`src/rtl/fetch_unit.sv`:
```
// fetch_unit: instruction-fetch stage. Holds the PC, addresses the
// combinational instruction memory and registers the returned word into
// the IF/ID pipeline register. Handles stall, flush, redirect,
// misaligned-target halt and EBREAK halt.
module fetch_unit #(
  parameter logic [31:0] RESET_PC     = 32'h0000_0000,
  parameter logic [31:0] NOP_INSTR    = 32'h0000_0013,
  parameter logic [31:0] EBREAK_INSTR = 32'h0010_0073
) (
  input  logic        clk,
  input  logic        rst,
  output logic [9:0]  imem_addr,
  input  logic [31:0] imem_instr,
  input  logic        stall,
  input  logic        flush,
  input  logic        redirect,
  input  logic [31:0] redirect_pc,
  output logic        ifid_valid,
  output logic [31:0] ifid_pc,
  output logic [31:0] ifid_pc_plus4,
  output logic [31:0] ifid_instr,
  output logic        halted,
  output logic        misalign,
  output logic [31:0] fetch_count
);

  localparam int unsigned XLEN = 32;
  localparam int unsigned AW   = 10;

  typedef enum logic {
    RUN  = 1'b0,
    HALT = 1'b1
  } state_t;

  typedef struct packed {
    logic            valid;
    logic [XLEN-1:0] pc;
    logic [XLEN-1:0] pc_plus4;
    logic [XLEN-1:0] instr;
  } ifid_t;

  state_t          state_q, state_d;
  logic [XLEN-1:0] pc_q, pc_d;
  ifid_t           ifid_q, ifid_d;
  logic            halted_d;
  logic            misalign_d;
  logic [XLEN-1:0] count_d;

  // State and pipeline registers, asynchronously reset.
  always_ff @(posedge clk or posedge rst) begin
    if (rst) begin
      state_q        <= RUN;
      pc_q           <= RESET_PC;
      ifid_q.valid   <= 1'b0;
      ifid_q.pc      <= '0;
      ifid_q.pc_plus4 <= '0;
      ifid_q.instr   <= NOP_INSTR;
      halted         <= 1'b0;
      misalign       <= 1'b0;
      fetch_count    <= '0;
    end else begin
      state_q     <= state_d;
      pc_q        <= pc_d;
      ifid_q      <= ifid_d;
      halted      <= halted_d;
      misalign    <= misalign_d;
      fetch_count <= count_d;
    end
  end

  // Next-state logic: redirect beats stall beats advance; flush only bubbles IF/ID.
  always_comb begin
    state_d    = state_q;
    pc_d       = pc_q;
    ifid_d     = ifid_q;
    halted_d   = halted;
    misalign_d = misalign;
    count_d    = fetch_count;
    unique case (state_q)
      RUN: begin
        if (redirect) begin
          ifid_d.valid = 1'b0;
          ifid_d.instr = NOP_INSTR;
          if (redirect_pc[1:0] != 2'b00) begin
            // Misaligned target: keep PC so the faulting context is visible.
            misalign_d = 1'b1;
            halted_d   = 1'b1;
            state_d    = HALT;
          end else begin
            pc_d = redirect_pc;
          end
        end else if (stall) begin
          if (flush) begin
            ifid_d.valid = 1'b0;
            ifid_d.instr = NOP_INSTR;
          end
        end else begin
          pc_d = pc_q + XLEN'(4);
          if (flush) begin
            ifid_d.valid = 1'b0;
            ifid_d.instr = NOP_INSTR;
          end else begin
            ifid_d.valid    = 1'b1;
            ifid_d.pc       = pc_q;
            ifid_d.pc_plus4 = pc_q + XLEN'(4);
            ifid_d.instr    = imem_instr;
            count_d         = fetch_count + XLEN'(1);
            if (imem_instr == EBREAK_INSTR) begin
              halted_d = 1'b1;
              state_d  = HALT;
            end
          end
        end
      end
      HALT: begin
        // Drain: the EBREAK leaves IF/ID and a bubble holds from then on.
        ifid_d.valid = 1'b0;
        ifid_d.instr = NOP_INSTR;
      end
      default: begin
        state_d = HALT;
      end
    endcase
  end

  // Memory address is the low PC bits; wraps every 1 KiB.
  assign imem_addr     = pc_q[AW-1:0];
  assign ifid_valid    = ifid_q.valid;
  assign ifid_pc       = ifid_q.pc;
  assign ifid_pc_plus4 = ifid_q.pc_plus4;
  assign ifid_instr    = ifid_q.instr;

endmodule

```
`config.mk`:
```
export PLATFORM = sky130hd
export DESIGN_NAME = fetch_unit
export DESIGN_NICKNAME = d
export VERILOG_FILES = /design/src/rtl/fetch_unit.sv
export SDC_FILE = /design/constraint.sdc
export NUM_CORES = 1
export LEC_CHECK = 0
export ABC_AREA = 1
export CORE_AREA = 8 8 133 135
export CTS_CLUSTER_DIAMETER = 120
export DETAILED_ROUTE_END_ITERATION = 6
export DIE_AREA = 0 0 141 143
export GPL_TIMING_DRIVEN = 0
export PLACE_DENSITY_LB_ADDON = 0.3
export SYNTH_ARGS = -nofsm -noshare
export SYNTH_HDL_FRONTEND = slang
export SYNTH_SLANG_ARGS = --single-unit
```
`constraint.sdc`:
```
create_clock -name clk -period 17.03 [get_ports clk]
set_clock_uncertainty 0.2 [all_clocks]
set_input_delay 3.406 -clock clk [delete_from_list [all_inputs] [get_ports clk]]
set_output_delay 3.406 -clock clk [all_outputs]
set_load 0.03 [all_outputs]
```
==> results.toml, run 1 <==
[outcome]
outcome = "finished, final reports clean"

[grt]
antenna_found_initial = 0
grt_max_degree = 112
grt_overflow = 0
first_global_vias = 7608
grt_pass1_wl_um = 38600
track_usage_pct = 24.5

[sta]
grt_setup_unrepaired = "false"
setup_violations = 0
max_freq_ghz = 0.187
slew_viol_final = 0
min_period_over_period_pct = 31.4
slew_headroom_pct = 60.0
setup-tns-final_ps = 0
fin_crit_ps = 5340
hold_viol_final = 0
tightestPinTransition_ps = 599

[placed_design]
gp_congestion = 0.991
placedInstanceArea_sq_um = 10500
hpwl_um = 18600
numPortBuffers = 208

[logic_synthesis]
syn_inst = 1032
ys_seq_area_share_pct = 50.3
syn_area_per_cell_sq_um = 7.82
synth_top_area_share_pct = 49.3
syn_nets = 1103
synthesis.area_sq_um = 8070
yosysUniqueCellTypes = 29
synth_area_leaders = "dfrtp_1 (49%), nand2_1 (16%), nor2_1 (6.1%)"
ys_ff_latch = 162
synth_top_area_cell = "dfrtp_1"
yosys_warnings = 0

[pwr]
power_uw = 1030
powerDensity_nw_per_um2 = 93.2
peakVddDrop_v = 0.0000751
p_leak_uw = 0.00528

[floorplanning]
die_width_um = 141
io_pins = 210
initial_core_util_pct = 51.7
fp-row-count = 46
design.core.area_sq_um = 15600
die_area_sq_um = 20200
die_h_um = 143

[setup_path]
worst_r2r_path_depth = 10
critPathLaunch = "pc_q[7]"
reg2reg_from = "pc_q[2]"
ff2ff_setup_slack_ps = 15010
critPathKind = "reg2out"
arrival_ps = 1740
timing.rr.end = "pc_q[24]"
crit_fanout = 6
cp-start-kind = "flip-flop"
crit_required_ps = 13420
end_kind = "output port"

[cts]
cts_buffers = 17
cts_max_path_buffers = 2
clock_latency_ps = 430
htreeDepth = 4
cts.sinks = 162
path_clk_slew_ps = 60
hold_buffers = 0
post_cts_buffers = 0
cts_root_buffer = "clkbuf_16"
cts_tree = "built"
ctsResizeCount = 0

[route]
wl_per_cell_um = 16.4
drtAntennaViolNets = 0
viasPerCell = 5.15
wl_um = 24400
first_pass_iters = 5
drtIter0Drc = 520
vias = 7669
drc = 0

[finish]
final_nets = 1331
num_antenna_cells = 0
syn2layout_area_growth_pct = 36.6
layout-drive-gt1-share_pct = 8.41
fin_area_sq_um = 11000
fillCellCount = 1225
ff_latch_area_sq_um = 4060
multi_input_area_sq_um = 3390
layout_common_cells = "nand2_1 (346), clkdlybuf4s50_1 (208), dfrtp_1 (159)"
final_common_cell = "nand2_1"

[hold_path]
worstHoldPathCells = 2
min_path_type = "reg2reg"
worstHoldEndpoint = "halted"
hp-start = "halted"

[job]
drv_cap = 0
-- cell usage after synthesis --
| cell | instances |
|---|---|
| nand2_1 | 346 |
| dfstp_2 | 3 |
| nand4_1 | 14 |
| dfrtp_1 | 159 |
| nor3_2 | 6 |
| nor2_4 | 10 |
| inv_2 | 3 |
| o211ai_1 | 1 |
| nor2_1 | 132 |
| nor2_2 | 11 |
| clkbuf_1 | 13 |
| nand2_2 | 3 |
| o22ai_1 | 7 |
| buf_1 | 2 |
| nand2_4 | 3 |
| a31oi_1 | 12 |
| o21ai_1 | 12 |
| buf_4 | 18 |
| xnor2_1 | 9 |
| nand3_1 | 84 |
| o21ai_0 | 49 |
| o31ai_2 | 1 |
| inv_1 | 84 |
| and2_1 | 2 |
| ha_1 | 2 |
| buf_2 | 14 |
| xor2_1 | 23 |
| buf_6 | 3 |
| nor3_1 | 6 |
-- layer usage --
metal	vias to the layer above	wire length (um)	track usage, %
met5	-	0	0
met4	0	691	10.4
met3	44	1870	5.91
met2	329	11700	41.1
met1	3584	10100	29.6
li1	3712	-	-
-- worst max-delay path, stage by stage (launching register included) --
cell,delay [ps]
dfrtp_1,490
buf_4,170
clkdlybuf4s50_1,660
-- power by group --
part	leakage [uW]	total, uW	switching [uW]	internal, uW
Clock	0.000270	368	158	209
Combinational	0.00292	210	125	84.6
Sequential	0.00210	450	32.7	417
-- final cells by class --
class | count | area share [%]
flip-flops and latches | 162 | 36.8
multi-input cells | 733 | 30.8
repair buffers | 209 | 19.1
clock buffers | 21 | 4.18
inverters | 87 | 3.03
plain buffers | 50 | 2.68
well taps | 216 | 2.45
clock inverters | 11 | 0.931
-- worst max-delay path by stage --
stage,depth (start not counted),slack [ps],to
floorplan,1,9050,fetch_count[0]
global placement,2,6790,ifid_instr[21]
detailed placement,6,11660,ifid_instr[20]
CTS,2,11680,imem_addr[7]
global route,2,11630,imem_addr[7]
finish,2,11690,imem_addr[7]
-- through the flow --
step | setup slack, ps | utilization [%] | cells | hold WS (ps)
after floorplan | 9050 | - | 1032 | 258
after global placement | 6790 | 66.8 | 1456 | 247
after detailed placement | 11660 | 67.0 | 1457 | 249
after CTS | 11680 | 70.6 | 1489 | 264
after global routing | 11630 | 70.6 | 1489 | 280
final | 11690 | 70.6 | 1489 | 263
-- flip-flops by register name (all words and copies together) (netlist names) --
register	flops
fetch_count	32
halted	1
ifid_instr	32
ifid_pc	32
ifid_pc_plus4	30
ifid_valid	1
misalign	1
pc_q	32
state_q	1
-- cells by family (layout without fill, tap and decap cells) --
kind of cell,count (synthesis),count (layout),share of synthesized area [%]
simple gates,617,617,32.7
flops,162,162,50.3
xor+xnor,32,32,3.47
buf+inv,137,378,7.71
fa+ha+maj,2,2,0.310
compound gates,82,82,5.51
Note: power is estimated with default switching activity, not from simulation.
==> run 2: changes to the inputs <==
CORE_AREA = 8 8 143 145   (was 8 8 133 135)
DIE_AREA = 0 0 151 153   (was 0 0 141 143)
clock period = 4.6 ns   (was 17.03 ns; I/O delays follow)
==> results.toml, run 2 (synthesis results as in run 1) <==
[cts]
cts_buffers = 17
cts_max_path_buffers = 2
clock_latency_ps = 430
ctsResizeCount = 0
path_clk_slew_ps = 70
hold_buffers = 0
htreeDepth = 4
post_cts_buffers = 0
cts.sinks = 162
cts_root_buffer = "clkbuf_16"
cts_tree = "built"

[sta]
slew_viol_final = 0
fin_crit_ps = 2850
max_freq_ghz = 0.351
hold_viol_final = 0
tightestPinTransition_ps = 632
finalWorstSetupSlack_ps = 1750
setup_violations = 0
slew_headroom_pct = 57.9
grt_setup_unrepaired = "false"
min_period_over_period_pct = 62.0

[route]
wl_per_cell_um = 16.7
vias = 7587
drtIter0Drc = 501
wl_um = 25200
first_pass_iters = 5
viasPerCell = 5.02
drc = 0
drtAntennaViolNets = 0

[finish]
syn2layout_area_growth_pct = 37.9
fin_util_pct = 60.9
final_nets = 1334
final_common_cell = "nand2_1"
num_antenna_cells = 0
layout_common_cells = "nand2_1 (346), clkdlybuf4s50_1 (208), dfrtp_1 (159)"
layout-drive-gt1-share_pct = 8.46
fillCellCount = 1641

[grt]
grt_overflow = 0
track_usage_pct = 21.8
grt_pass1_wl_um = 39500
grt_max_degree = 41
first_global_vias = 7550
antenna_found_initial = 0

[placed_design]
hpwl_um = 19400
gp_congestion = 0.942
numPortBuffers = 208
dpl_worst_slack_ps = 1640

[pwr]
peakVddDrop_v = 0.000264
p_leak_uw = 0.00532
powerDensity_nw_per_um2 = 351

[setup_path]
arrival_ps = 1730
critPathKind = "reg2out"
end_kind = "output port"
cp-start-kind = "flip-flop"
crit_fanout = 6
crit_required_ps = 3480

[floorplanning]
die_area_sq_um = 23100
design.core.area_sq_um = 18300
fp-row-count = 50
io_pins = 210
die_h_um = 153
die_width_um = 151
initial_core_util_pct = 44.2

[outcome]
outcome = "finished, final reports clean"

[job]
drv_cap = 0

[hold_path]
min_path_type = "reg2reg"
==> run 2: cell types whose count changed in the layout (fill, tap and decap cells not counted), sizes merged <==
cell,previous run,this run
inv,89,87
clkbuf,34,36
buf,38,41
clkinv,5,4
bufinv,1,3
clkinvlp,3,2
==> run 2: critical path, stage by stage, from the launching register on <==
cell and delay [ps]:
dfrtp_1 490, buf_4 160, clkdlybuf4s50_1 650
==> run 2: cell type report <==
class	instances	area, sq um	share of cell area, %
Buffer	50	295	2.65
Clock buffer	23	468	4.21
Clock inverter	9	130	1.17
Inverter	87	330	2.97
Multi-Input combinational cell	733	3390	30.5
Sequential cell	162	4060	36.5
Tap cell	234	293	2.63
Timing Repair Buffer	212	2160	19.4
==> run 2: worst paths after layout <==
check	startpoint	slack [ps]	cells past startpoint	endpoint
setup / recovery	pc_q[7]	1750	2	imem_addr[7]
setup reg to reg	pc_q[2]	2510	8	pc_q[20]
min in group asynchronous	rst	620	2	ifid_pc_plus4[6]
hold reg to reg	halted	260	2	halted
hold / removal	halted	260	2	halted
max in group asynchronous	rst	2720	4	ifid_instr[1]
==> run 2: routing by layer <==
layer | vias to the layer above | GRT usage (%) | routed length (um)
li1 | 3715 | - | -
met2 | 270 | 36.5 | 12300
met4 | 0 | 6.27 | 327
met3 | 20 | 5.58 | 1900
met1 | 3582 | 26.9 | 10700
met5 | - | 0 | 0
==> run 2: report_power, final <==
group	total, uW	internal, uW	switching (uW)
clock	1460	884	580
sequential	1660	1540	117
combinational	780	318	463
==> run 2: through the flow <==
step	instance area [sq um]	hold slack (ps)	std cells	setup TNS, ps	total power, uW
floorplan	8070	258	1032	0	2120
CTS	11100	272	1510	0	3920
global route	11100	298	1510	0	4070
global placement	10400	248	1474	-857	2440
detailed placement	10500	254	1478	0	2460
finish	11100	263	1510	0	3910
